### src/rtl/alu_pipe.sv
// Handshaked ALU with a registered result, NZCV flags and bit-serial shifts.
// One operation is in flight at a time; shifts advance one bit position per cycle.
module alu_pipe #(
    parameter int WIDTH   = 32,
    parameter int SHAMT_W = 5
) (
    input  logic             clk,
    input  logic             rst_n,
    input  logic             in_valid,
    output logic             in_ready,
    input  logic [3:0]       opcode,
    input  logic [WIDTH-1:0] operand1,
    input  logic [WIDTH-1:0] operand2,
    output logic             out_valid,
    input  logic             out_ready,
    output logic [WIDTH-1:0] result,
    output logic [3:0]       flags,
    output logic             err,
    output logic             busy
);

    localparam logic [3:0] OP_ADD = 4'd1;
    localparam logic [3:0] OP_SUB = 4'd2;
    localparam logic [3:0] OP_AND = 4'd3;
    localparam logic [3:0] OP_OR  = 4'd4;
    localparam logic [3:0] OP_XOR = 4'd5;
    localparam logic [3:0] OP_NOT = 4'd6;
    localparam logic [3:0] OP_LSL = 4'd7;
    localparam logic [3:0] OP_LSR = 4'd8;
    localparam logic [3:0] OP_ASR = 4'd9;

    typedef enum logic [1:0] {IDLE = 2'd0, SHIFT = 2'd1, DONE = 2'd2} state_t;

    state_t             state_q, state_d;
    logic [WIDTH-1:0]   result_q, result_d;
    logic [3:0]         flags_q, flags_d;
    logic               err_q, err_d;
    logic [SHAMT_W-1:0] cnt_q, cnt_d;
    logic [3:0]         op_q, op_d;
    logic               in_ready_q, in_ready_d;
    logic               out_valid_q, out_valid_d;
    logic               busy_q, busy_d;

    logic [WIDTH:0]     sum, diff;
    logic [WIDTH-1:0]   alu_r, shifted;
    logic               alu_c, alu_v, shift_out, legal, is_shift;
    logic [SHAMT_W-1:0] amt;

    always_comb begin
        sum      = {1'b0, operand1} + {1'b0, operand2};
        diff     = {1'b0, operand1} - {1'b0, operand2};
        amt      = operand2[SHAMT_W-1:0];
        legal    = (opcode >= OP_ADD) && (opcode <= OP_ASR);
        is_shift = (opcode == OP_LSL) || (opcode == OP_LSR) || (opcode == OP_ASR);
        alu_r    = '0;
        alu_c    = 1'b0;
        alu_v    = 1'b0;
        case (opcode)
            OP_ADD: begin
                alu_r = sum[WIDTH-1:0];
                alu_c = sum[WIDTH];
                alu_v = (operand1[WIDTH-1] == operand2[WIDTH-1]) &&
                        (sum[WIDTH-1] != operand1[WIDTH-1]);
            end
            OP_SUB: begin
                alu_r = diff[WIDTH-1:0];
                alu_c = ~diff[WIDTH];
                alu_v = (operand1[WIDTH-1] != operand2[WIDTH-1]) &&
                        (diff[WIDTH-1] != operand1[WIDTH-1]);
            end
            OP_AND: alu_r = operand1 & operand2;
            OP_OR:  alu_r = operand1 | operand2;
            OP_XOR: alu_r = operand1 ^ operand2;
            OP_NOT: alu_r = ~operand1;
            // A zero-length shift completes immediately with the operand unchanged
            OP_LSL, OP_LSR, OP_ASR: alu_r = operand1;
            default: alu_r = '0;
        endcase
    end

    always_comb begin
        shifted   = {result_q[WIDTH-2:0], 1'b0};
        shift_out = result_q[WIDTH-1];
        case (op_q)
            OP_LSR: begin
                shifted   = {1'b0, result_q[WIDTH-1:1]};
                shift_out = result_q[0];
            end
            OP_ASR: begin
                shifted   = {result_q[WIDTH-1], result_q[WIDTH-1:1]};
                shift_out = result_q[0];
            end
            default: ;
        endcase
    end

    always_comb begin
        state_d  = state_q;
        result_d = result_q;
        flags_d  = flags_q;
        err_d    = err_q;
        cnt_d    = cnt_q;
        op_d     = op_q;
        case (state_q)
            IDLE: begin
                if (in_valid && in_ready_q) begin
                    op_d     = opcode;
                    result_d = alu_r;
                    err_d    = ~legal;
                    flags_d  = legal ? {alu_r[WIDTH-1], (alu_r == '0), alu_c, alu_v}
                                     : 4'b0100;
                    cnt_d    = amt;
                    state_d  = (is_shift && (amt != '0)) ? SHIFT : DONE;
                end
            end
            // The working value lives in result_q; N/Z are only meaningful after the last step
            SHIFT: begin
                result_d = shifted;
                flags_d  = {shifted[WIDTH-1], (shifted == '0), shift_out, 1'b0};
                cnt_d    = cnt_q - SHAMT_W'(1);
                if (cnt_q == SHAMT_W'(1)) begin
                    state_d = DONE;
                end
            end
            DONE: begin
                if (out_ready) begin
                    state_d = IDLE;
                end
            end
            default: state_d = IDLE;
        endcase
        in_ready_d  = (state_d == IDLE);
        out_valid_d = (state_d == DONE);
        busy_d      = (state_d != IDLE);
    end

    always_ff @(posedge clk or negedge rst_n) begin
        if (!rst_n) begin
            state_q     <= IDLE;
            result_q    <= '0;
            flags_q     <= '0;
            err_q       <= 1'b0;
            cnt_q       <= '0;
            op_q        <= '0;
            in_ready_q  <= 1'b0;
            out_valid_q <= 1'b0;
            busy_q      <= 1'b0;
        end else begin
            state_q     <= state_d;
            result_q    <= result_d;
            flags_q     <= flags_d;
            err_q       <= err_d;
            cnt_q       <= cnt_d;
            op_q        <= op_d;
            in_ready_q  <= in_ready_d;
            out_valid_q <= out_valid_d;
            busy_q      <= busy_d;
        end
    end

    assign in_ready  = in_ready_q;
    assign out_valid = out_valid_q;
    assign busy      = busy_q;
    assign result    = result_q;
    assign flags     = flags_q;
    assign err       = err_q;

endmodule

### config.mk
export PLATFORM = sky130hd
export DESIGN_NAME = alu_pipe
export DESIGN_NICKNAME = d
export VERILOG_FILES = /design/src/rtl/alu_pipe.sv
export SDC_FILE = /design/constraint.sdc
export NUM_CORES = 1
export LEC_CHECK = 0
export BUFFER_PORTS_ARGS = -buffer_cell sky130_fd_sc_hd__buf_4
export CAP_MARGIN = 20
export CORE_MARGIN = 1
export CORE_UTILIZATION = 42
export DETAILED_ROUTE_END_ITERATION = 12
export PLACE_DENSITY = 0.7
export SLEW_MARGIN = 30
export SYNTH_ARGS = -nofsm -noshare
export SYNTH_HDL_FRONTEND = slang
export SYNTH_SLANG_ARGS = --single-unit
### constraint.sdc
create_clock -name clk -period 3.7 [get_ports clk]
set_clock_uncertainty 0.1 [all_clocks]
set_input_delay 0.37 -clock clk [delete_from_list [all_inputs] [get_ports clk]]
set_output_delay 0.37 -clock clk [all_outputs]
set_load 0.02 [all_outputs]
-- Yosys cells after proc, flatten, opt, wreduce, memory -nomap -nowiden
Cells that the tools add are included.
- output and inout port bits: 40
- bits in read-only memories: 0
- logic and storage cells: 75
- memory bits (writable): 0
- input port bits: 72
- bits in latches: 0
- memories kept: 0
- register bits: 51
- divide/modulo/power cells: 0
- reduce and logical (&&, ||, !) cells: 18
- bitwise logic cells: 6
- order comparisons: 2
- eq/ne operators: 20
- shifts and indexed selects: 0
- $mul: 0
- mux-type cells: 17
- add/sub/neg operators: 3
- operators by type and width (cell ; count):
    $pmux W32 S7 ; 1
    $pmux W32 S2 ; 2
    $logic_not A32 Y1 ; 2
    $add A32 B32 Y33 ; 1
    $sub A32 B32 Y33 ; 1
    $and A32 B32 Y32 ; 1
    $mux W32 ; 1
    $not A32 Y32 ; 1
    $or A32 B32 Y32 ; 1
    $xor A32 B32 Y32 ; 1
    $eq A4 B3 Y1 const B ; 4
    $eq A4 B4 Y1 const B ; 4
    $pmux W5 S2 ; 1
    $eq A4 B2 Y1 const B ; 2
    $mux W2 ; 4
    $mux W4 ; 2
    $pmux W4 S2 ; 1
    $pmux W2 S3 ; 1
    $eq A5 B1 Y1 const B ; 1
    $logic_and A1 B1 Y1 ; 5
    $mux W5 ; 1
    $reduce_bool A5 Y1 ; 1
    $sub A5 B1 Y5 const B ; 1
    $eq A2 B2 Y1 const B ; 2
    other kinds (16) ; 24

-- Longest topological paths before layout
Gate-level depths: netlist of the first run.
- word-level depth: 8
- mapped depth: 15
- depth with buffers taken out: 15

-- Worst setup path before layout of the first run
Ideal clock, no wire load.
- path type: input-to-reg
- from: input port operand2[1]
- to: register flags_q[0], in the netlist flags[0]
- data required time: 3.479 ns
- stages on the path: 13
- slack: 0.246 ns
- arrival: 3.233 ns
- path through: inv_1 > ha_1 > o21ba_1 > or4_4 > a211oi_4 > o2111ai_2 > a31oi_1 > a221oi_2 > o21bai_1 > a21oi_1 > and2_1 > mux4_2 > a22o_1
- cells in the longest elaborated chain, start to end: 7
- RTL lines (element ; RTL line ; RTL):
    start: declaration ; 13 ; input logic [WIDTH-1:0] operand2,
    $sub A32 B32 Y33 / $add A32 B32 Y33 (equally long branches) ; 51, 50 ;
    $ne A1 B1 Y1 (on tied branches) ; 69, 63 ;
    $logic_and A1 B1 Y1 (on tied branches) ; 68, 62 ;
    $pmux W1 S2 (*) ; 58 ; case (opcode)
    $mux W4 (*) ; 110 ; flags_d = legal ? {alu_r[WIDTH-1], (alu_r == '0), alu_c, alu_v}
    $mux W4 (*) ; 106 ; if (in_valid && in_ready_q) begin
    $pmux W4 S2 (*) ; 104 ; case (state_q)
    end signal: assignment ; 151 ; flags_q <= flags_d;
    end: declaration ; 36 ; logic [3:0] flags_q, flags_d;
Mark *: on every way between the ends. The rest lies on a longest branch, timed or not. The select of a mux whose other input is x is not followed.
A chain may end at the register's enable or synchronous reset.

-- Worst setup path in the final report of the first run
- from: input port operand1[1]
- to: register flags_q[2], in the netlist flags[2]
- cells in the longest elaborated chain, start to end: 6
- RTL lines (element ; RTL line ; RTL):
    start: declaration ; 12 ; input logic [WIDTH-1:0] operand1,
    $sub A32 B32 Y33 (tied with other cells) ; 51 ; diff = {1'b0, operand1} - {1'b0, operand2};
    $pmux W32 S7 (*) ; 58 ;
    $logic_not A32 Y1 (*) ; 110 ;
    $mux W4 (*) ; 110 ;
    $mux W4 (*) ; 106 ;
    $pmux W4 S2 (*) ; 104 ;
Marks and branches as above.

==> results of run 1 <==
[kinds of logic after synthesis]
family,synth area share
AOI/OAI and AO/OA,0.334
xor gates and xnor gates,0.00390
adders and majority gates,0.154
buffers and inverters,0.0853
DFF,0.142
muxes,0.0463
and+or+nand+nor,0.234
[synth_stat cells (28+ instances only)]
master and instances:
ha_1 107, dfrtp_1 51, nand3_1 38, o21ai_0 63, mux2i_1 37, o221ai_1 36, nor3_1 28, a21oi_1 105
nand2_1 94, nor2_1 107, inv_1 109, clkbuf_1 50
[registers in the layout (all words and copies together), names as in the netlist]
| register | cells |
|---|---|
| flags | 4 |
| err | 1 |
| state_q | 2 |
| in_ready | 1 |
| out_valid | 1 |
| result | 32 |
| op_q | 4 |
| busy | 1 |
| cnt_q | 5 |
[metrics by stage]
stage / cell area (um^2) / TNS (ns) / utilization
6_report: 12100 / 0 / 0.576
4_1_cts: 11900 / -0.0273 / 0.570
3_3_place_gp: 11800 / -2.65 / 0.561
5_1_grt: 12100 / -0.110 / 0.576
2_1_floorplan: 8980 / 0 / -
3_5_place_dp: 11800 / -2.82 / 0.561
[layer usage]
layer  global-route usage  part of all wire
met5                    0                 0
met2                0.522              0.46
met4                0.105             0.033
met3               0.0433             0.082
met1                0.424              0.42
[final cells by class]
type / instances / area [um^2] / share of cell area
Multi-Input combinational cell: 988 / 7110 / 0.589
Inverter: 109 / 409 / 0.0339
Clock buffer: 5 / 125 / 0.0104
Clock inverter: 3 / 25.0 / 0.00207
Sequential cell: 51 / 1280 / 0.106
Timing Repair Buffer: 368 / 2790 / 0.231
Tap cell: 275 / 344 / 0.0285
[placed cells by master (no fill, tap or decap), drive strengths merged, types with 11 or more instances in the layout]
cell type / n
or2: 11
a221oi: 15
nand3: 38
o22ai: 11
nor4: 14
ha: 107
nor2b: 17
a31oi: 12
mux2i: 37
a2111oi: 15
buf: 368
o211ai: 20
and2: 12
o31ai: 12
nand4: 18
nand2b: 12
inv: 109
and3: 11
o221ai: 36
a211oi: 19
o21ai: 66
nor2: 108
nand2: 94
dfrtp: 51
nor3: 28
a21o: 11
a21oi: 105
[power by group]
group,total [mW],leakage [nW],switching [mW],internal [mW]
Clock,0.473,0.0700,0.220,0.253
Sequential,1.03,0.654,0.254,0.781
Combinational,2.82,4.99,1.61,1.21
Total,4.33,5.72,2.09,2.25
[worst register-to-register path: stages, from the launching register on]
cell and delay [ns]:
dfrtp_1 0.45, nor2_1 0.16, and3_1 0.20, o21ai_0 0.16, a2111oi_0 0.39, and4_1 0.23, nand4_1 0.17, nor4_2 0.20
nand4_1 0.17, nor4_2 0.16, nand4_1 0.11, o31ai_1 0.23
[final timing paths]
| kind | start | end | slack, ns |
|---|---|---|---|
| max reg2reg | state_q[0]$_DFF_PN0_ | flags[2]$_DFFE_PN0P_ | 0.89 |
| max in group asynchronous | rst_n | result[10]$_DFFE_PN0P_ | 3.07 |
| min in group clk | operand2[1] | cnt_q[1]$_DFFE_PN0P_ | 0.32 |
| max | operand1[1] | flags[2]$_DFFE_PN0P_ | 0.08 |
| min | rst_n | cnt_q[3]$_DFFE_PN0P_ | -0.01 |
| min reg2reg | op_q[0]$_DFFE_PN0P_ | op_q[0]$_DFFE_PN0P_ | 0.40 |
[repair_timing]
action,CTS,global route
setup endpoints to repair,6,8
buffers inserted,0,3
pin swaps,0,12
resized for setup,6,20
==> key figures, run 1 <==
Worst setup path
  • Most frequent cell on the critical path: buf_4
  • Crit start category: input port
  • Cells on worst reg2reg path: 11
  • Worst path top cell family by delay: compound AO/OA/AOI/OAI gates
  • Buf/Inv on CP: 3
  • Largest stage delay on the critical path: 0.48 ns
  • Crit-path cells: buf_4 -> inv_1 -> ha_1 -> buf_4 -> o21ba_1 -> or4_4 -> a2111oi_4 -> nor3_2 -> a221oi_1 -> o21ai_1 -> a2111o_1 -> nor4_2 -> nand4_1 -> o31ai_1
  • Kind of critical path: input port to register
  • CP max-delay cell: or4_4
  • CP Depth: 14
  • Arr. time, crit path: 3.73 ns
  • CP required: 3.81 ns
  • CP endpoint kind: register
  • Critical Path Fanout Max: 4

Clock network
  • CTS Root Cell: clkbuf_16
  • CTS tree: built
  • Clk sinks: 51
  • Clk_lat worst skew: 0.30 ns
  • Clock transition at the registers of the reported paths: 0.07 ns
  • Total CTS buffers: 5
  • Hold_buf cts: 0
  • CTS H-Tree Depth: 2
  • Maximum clock path buffer count: 2

STA
  • Final worst path period need: 3.62 ns
  • Period Utilization, post-route: 0.979
  • Worst Max-Slew Pin Slew: 0.889 ns
  • Fmax: 276 MHz
  • Pins Over Slew Limit: 0
  • Slew HR: 0.406
  • Hold_ws: -0.0101 ns
  • Unrepaired setup endpoints after global routing: yes
  • Endpoints failing hold: 5
  • Final setup fails: 0
  • Min setup slack post-route: 0.0770 ns

Job
  • Max_cap viols: 0

Die
  • I/O Pins: 112
  • Die Area: 22000 um^2
  • Die height: 148 um
  • Row cnt: 53
  • Starting density of the core: 0.428
  • Core region area: 21000 um^2
  • Chip width: 148 um

Power
  • VDD IR max: 0.347 mV
  • Tot Pwr: 4.33 mW
  • Leakage Power: 5.72 nW
  • Power density cells: 359 nW/um^2

Logic synthesis
  • Largest cells by area after synthesis: ha_1, dfrtp_1, a21oi_1
  • Sequential fraction of the synthesis area: 0.142
  • Syn. warnings: 0
  • Cell Area, Synth: 8980 um^2
  • Syn nets: 1411
  • Syn_area_per_cell: 7.30 um^2
  • Post-synth top flop: dfrtp_1
  • Post-synth ARST share: 1.00
  • Number of flops mapped to enable cells by yosys: 0
  • Seq cells post-synth: 51
  • Post-synth top area share: 0.149
  • Netlist cell types: 95
  • Post-Syn Instances: 1230
  • Post-synth top area cell: ha_1

Detailed routing
  • Via density: 6.19
  • Routed Wire Length: 35.2 mm
  • Initial drt markers: 1425
  • WL/cell: 19.6 um
  • Drt drc: 1
  • ANT nets after route: 0
  • Via count: 11100
  • TritonRoute pass-1 iters: 10

Placement
  • Placed insts: 1788
  • Hpwl dp: 28.1 mm
  • GP Congestion: 0.991
  • Dpl ws: -0.450 ns
  • I/O Buffers: 111

Run status
  • Status: finished with violations
  • Failing checks: design-rule violations, negative hold slack

Final layout
  • Area grow syn2layout: 34.5%
  • Fillers: 2038
  • Nets: 1704
  • Share of layout cells above drive strength 1: 0.285
  • Non-Filler Instances: 1799
  • Antenna cells: 0

GRT
  • First-pass GRT wire length: 55.9 mm
  • Gr ovfl total: 0
  • Largest net degree at the start of global routing: 71
  • GRT Overall Usage: 0.317
  • Vias in the first global route: 10500
  • Initial antenna violation count: 0

Hold path
  • Hold Path Class: input port to async pin
(Power assumes the default switching activity.)
==> run 2: changes to the inputs <==
--- a/config.mk
+++ b/config.mk
@@ -7,10 +7,12 @@
 export LEC_CHECK = 0
 export BUFFER_PORTS_ARGS = -buffer_cell sky130_fd_sc_hd__buf_4
 export CAP_MARGIN = 20
+export CELL_PAD_IN_SITES_DETAIL_PLACEMENT = 0
+export CELL_PAD_IN_SITES_GLOBAL_PLACEMENT = 1
 export CORE_MARGIN = 1
 export CORE_UTILIZATION = 42
 export DETAILED_ROUTE_END_ITERATION = 12
-export PLACE_DENSITY = 0.7
+export PLACE_DENSITY = 0.88
 export SLEW_MARGIN = 30
 export SYNTH_ARGS = -nofsm -noshare
 export SYNTH_HDL_FRONTEND = slang
==> constraint.sdc (replaced) <==
create_clock -name clk -period 3.7 [get_ports clk]
set_clock_uncertainty 0.1 [all_clocks]
set_input_delay 0.555 -clock clk [delete_from_list [all_inputs] [get_ports clk]]
set_output_delay 0.555 -clock clk [all_outputs]
set_load 0.02 [all_outputs]
==> run 2 against run 1 <==
Effect of this change: the flow finishes with violations (design-rule violations, negative setup slack); sequential cell count unchanged; maximum frequency decreased by 3.0%; routed wire length increased by 1.4%; register-to-register slack got worse by 0.16 ns; first-iteration DRC count increased by 3.8%; clock-buffer cell count increased by 3; cell count increased by 3.3%; via count increased by 1.9%; total power increased by 2.9%; worst hold slack improved by 0.21 ns; worst setup slack got worse by 0.11 ns; sequential power about the same; critical path type unchanged.
==> key figures, run 2 (same netlist as run 1, synthesis figures left out) <==
Worst setup path
  • Largest stage delay on the critical path: 0.52 ns (+0.04 ns)
  • CP required: 3.77 ns (-0.04 ns)
  • Most frequent cell on the critical path: buf_4
  • Crit start category: input port
  • CP endpoint kind: register
  • FF-to-FF setup slack: 0.73 ns (-0.16 ns)
  • Crit-path cells: buf_4 -> inv_1 -> ha_4 -> o21ba_1 -> or4_4 -> a2111oi_4 -> nor3_2 -> buf_4 -> or4_1 -> o2111ai_1 -> a21bo_2 -> and2_0 -> and4_1 -> nand4_1 -> o31ai_2
  • Critical Path Fanout Max: 4 (unchanged)
  • Reg2reg start: state_q[0]$_DFF_PN0_
  • CP max-delay cell: a2111oi_4
  • Cells on worst reg2reg path: 11 (unchanged)
  • Arr. time, crit path: 3.80 ns (+0.07 ns)
  • RR Endpoint: flags[2]$_DFFE_PN0P_
  • Kind of critical path: input port to register

Power
  • Leakage Power: 6.04 nW (+5.6%)
  • VDD IR max: 0.270 mV (-22%)
  • Power density cells: 351 nW/um^2 (-2.1%)

GRT
  • Gr ovfl total: 0 (unchanged)
  • Largest net degree at the start of global routing: 71 (unchanged)
  • Initial antenna violation count: 0 (unchanged)
  • GRT Overall Usage: 0.322 (+0.00549)
  • Vias in the first global route: 10900 (+3.4%)
  • First-pass GRT wire length: 57.1 mm (+2.2%)
  • Global-route track usage on met2: 0.525 (+0.00282)
  • GRT Max-Usage Layer: met2
  • GRT met3 Usage: 0.0383 (-0.00491)
  • Met1 Usage GRT: 0.429 (+0.00540)

Detailed routing
  • ANT nets after route: 0 (unchanged)
  • TritonRoute pass-1 iters: 12 (+2)
  • Routed Wire Length: 35.7 mm (+1.4%)
  • Via density: 6.11 (-1.3%)
  • Drt drc: 4 (+3)
  • Initial drt markers: 1479 (+3.8%)
  • WL/cell: 19.2 um (-1.8%)
  • Via count: 11400 (+1.9%)

Clock network
  • Total CTS buffers: 5 (unchanged)
  • Clk sinks: 51 (unchanged)
  • Clk_lat worst skew: 0.29 ns (about the same)
  • CTS Root Cell: clkbuf_16
  • Maximum clock path buffer count: 2 (unchanged)
  • CTS tree: built
  • CTS H-Tree Depth: 2 (unchanged)
  • Clock transition at the registers of the reported paths: 0.07 ns (about the same)

Final layout
  • Reg area: 1280 um^2 (unchanged)
  • Commonest non-fill, non-tap cell in the layout: buf_4
  • Share of layout cells above drive strength 1: 0.325 (+0.0399)
  • Area grow syn2layout: 41.4%
  • Commonest cells after routing, fill and taps aside: buf_4, inv_1, nor2_1, ha_1, a21oi_1
  • Max FFs per register: 32 (unchanged)
  • Post-route cell area: 12700 um^2 (+5.1%)
  • Fillers: 1935 (-5.1%)
  • Antenna cells: 0 (unchanged)
  • Nets: 1763 (+3.5%)
  • Non-Filler Instances: 1858 (+3.3%)
  • Multi-input logic area: 7250 um^2 (+2.0%)

Placement
  • Area after DPL: 12200 um^2 (+3.8%)
  • GP Congestion: 1.03 (+3.8%)
  • Hpwl dp: 28.3 mm (+0.75%)
  • I/O Buffers: 111 (unchanged)
  • Placed insts: 1844 (+3.1%)
  • Dpl ws: -0.649 ns (-0.199 ns)

STA
  • Worst Max-Slew Pin Slew: 0.850 ns (-0.0397 ns)
  • Unrepaired setup endpoints after global routing: yes
  • Hold_ws: 0.201 ns (+0.211 ns)
  • Post-route setup TNS: -0.0350 ns (-0.0350 ns)
  • Endpoints failing hold: 0 (-5)
  • Slew HR: 0.432 (+0.0265)
  • Pins Over Slew Limit: 0 (unchanged)
  • Final worst path period need: 3.74 ns (+0.112 ns)
  • Fmax: 268 MHz (-3.0%)
  • Final setup fails: 1 (+1)
  • Min setup slack post-route: -0.0350 ns (-0.112 ns)
  • Period Utilization, post-route: 1.01 (+0.0303)

Run status
  • Failing checks: design-rule violations, negative setup slack
  • Status: finished with violations

Die
  • I/O Pins: 112 (unchanged)
  • Chip width: 148 um (unchanged)
  • Core region area: 21000 um^2 (unchanged)
  • Die height: 148 um (unchanged)
  • Row cnt: 53 (unchanged)
  • Die Area: 22000 um^2 (unchanged)
  • Starting density of the core: 0.428 (unchanged)

Hold path
  • Hold Path Class: input port to async pin

Job
  • Max_cap viols: 0 (unchanged)
## run 2: cell types whose count changed in the layout (fill, tap and decap cells not counted), moves of 3 or more
cell | before | now
buf_4 | 366 | 423
ha_1 | 107 | 101
a21oi_1 | 103 | 98
a21oi_2 | 2 | 6
ha_2 | 0 | 3
ha_4 | 0 | 3
o21ai_0 | 61 | 58
## run 2: worst max-delay path by stage
| stage | end | cells past startpoint | startpoint | slack [ns] |
|---|---|---|---|---|
| 2_1_floorplan | flags[0]$_DFFE_PN0P_ | 13 | operand2[1] | 0.06 |
| 3_3_place_gp | flags[2]$_DFFE_PN0P_ | 15 | operand1[1] | -0.56 |
| 3_5_place_dp | flags[2]$_DFFE_PN0P_ | 16 | operand1[1] | -0.65 |
| 4_1_cts | flags[2]$_DFFE_PN0P_ | 16 | operand1[1] | -0.005 |
| 5_1_grt | flags[2]$_DFFE_PN0P_ | 16 | operand1[1] | -0.16 |
| 6_report | flags[2]$_DFFE_PN0P_ | 15 | operand1[1] | -0.04 |
## run 2: final cells by class
cell class,count,area share
multi-input combinational,988,0.571
timing repair buffer,427,0.257
sequential,51,0.101
inverter,109,0.0322
tap,275,0.0271
clock buffer,8,0.0123
## run 2: critical path, delay by kind of cell
family	cells	cell delay [ns]
AOI/OAI and AO/OA	5	1.20
buffers and inverters	3	0.40
adders and majority gates	1	0.23
and+or+nand+nor	6	1.41
## run 2: per-stage QoR
step            util  power (mW)
2_1_floorplan      -        2.60
3_3_place_gp   0.583        3.76
3_5_place_dp   0.583        3.82
4_1_cts        0.597        4.36
5_1_grt        0.606        4.74
6_report       0.606        4.46
## run 2: timing repair
item	4_1_cts	5_1_grt
hold buffers	0	0
endpoints found under the setup margin	9	10
cloned	0	0
buffers inserted	5	1
endpoints found under the hold margin	0	0
resized for setup	24	33
pin swaps	19	10
## run 2: report_power, final
group / switching [mW] / internal (mW)
sequential: 0.254 / 0.781
combinational: 1.65 / 1.29
clock: 0.200 / 0.289
total: 2.10 / 2.36
## run 2: routing by layer
layer | wire length, um | vias up | part of all wire
met2 | 16000 | 672 | 0.45
met1 | 14800 | 5262 | 0.41
met3 | 3260 | 118 | 0.091
met4 | 1670 | 0 | 0.047
li1 | - | 5301 | -
met5 | 0 | - | 0
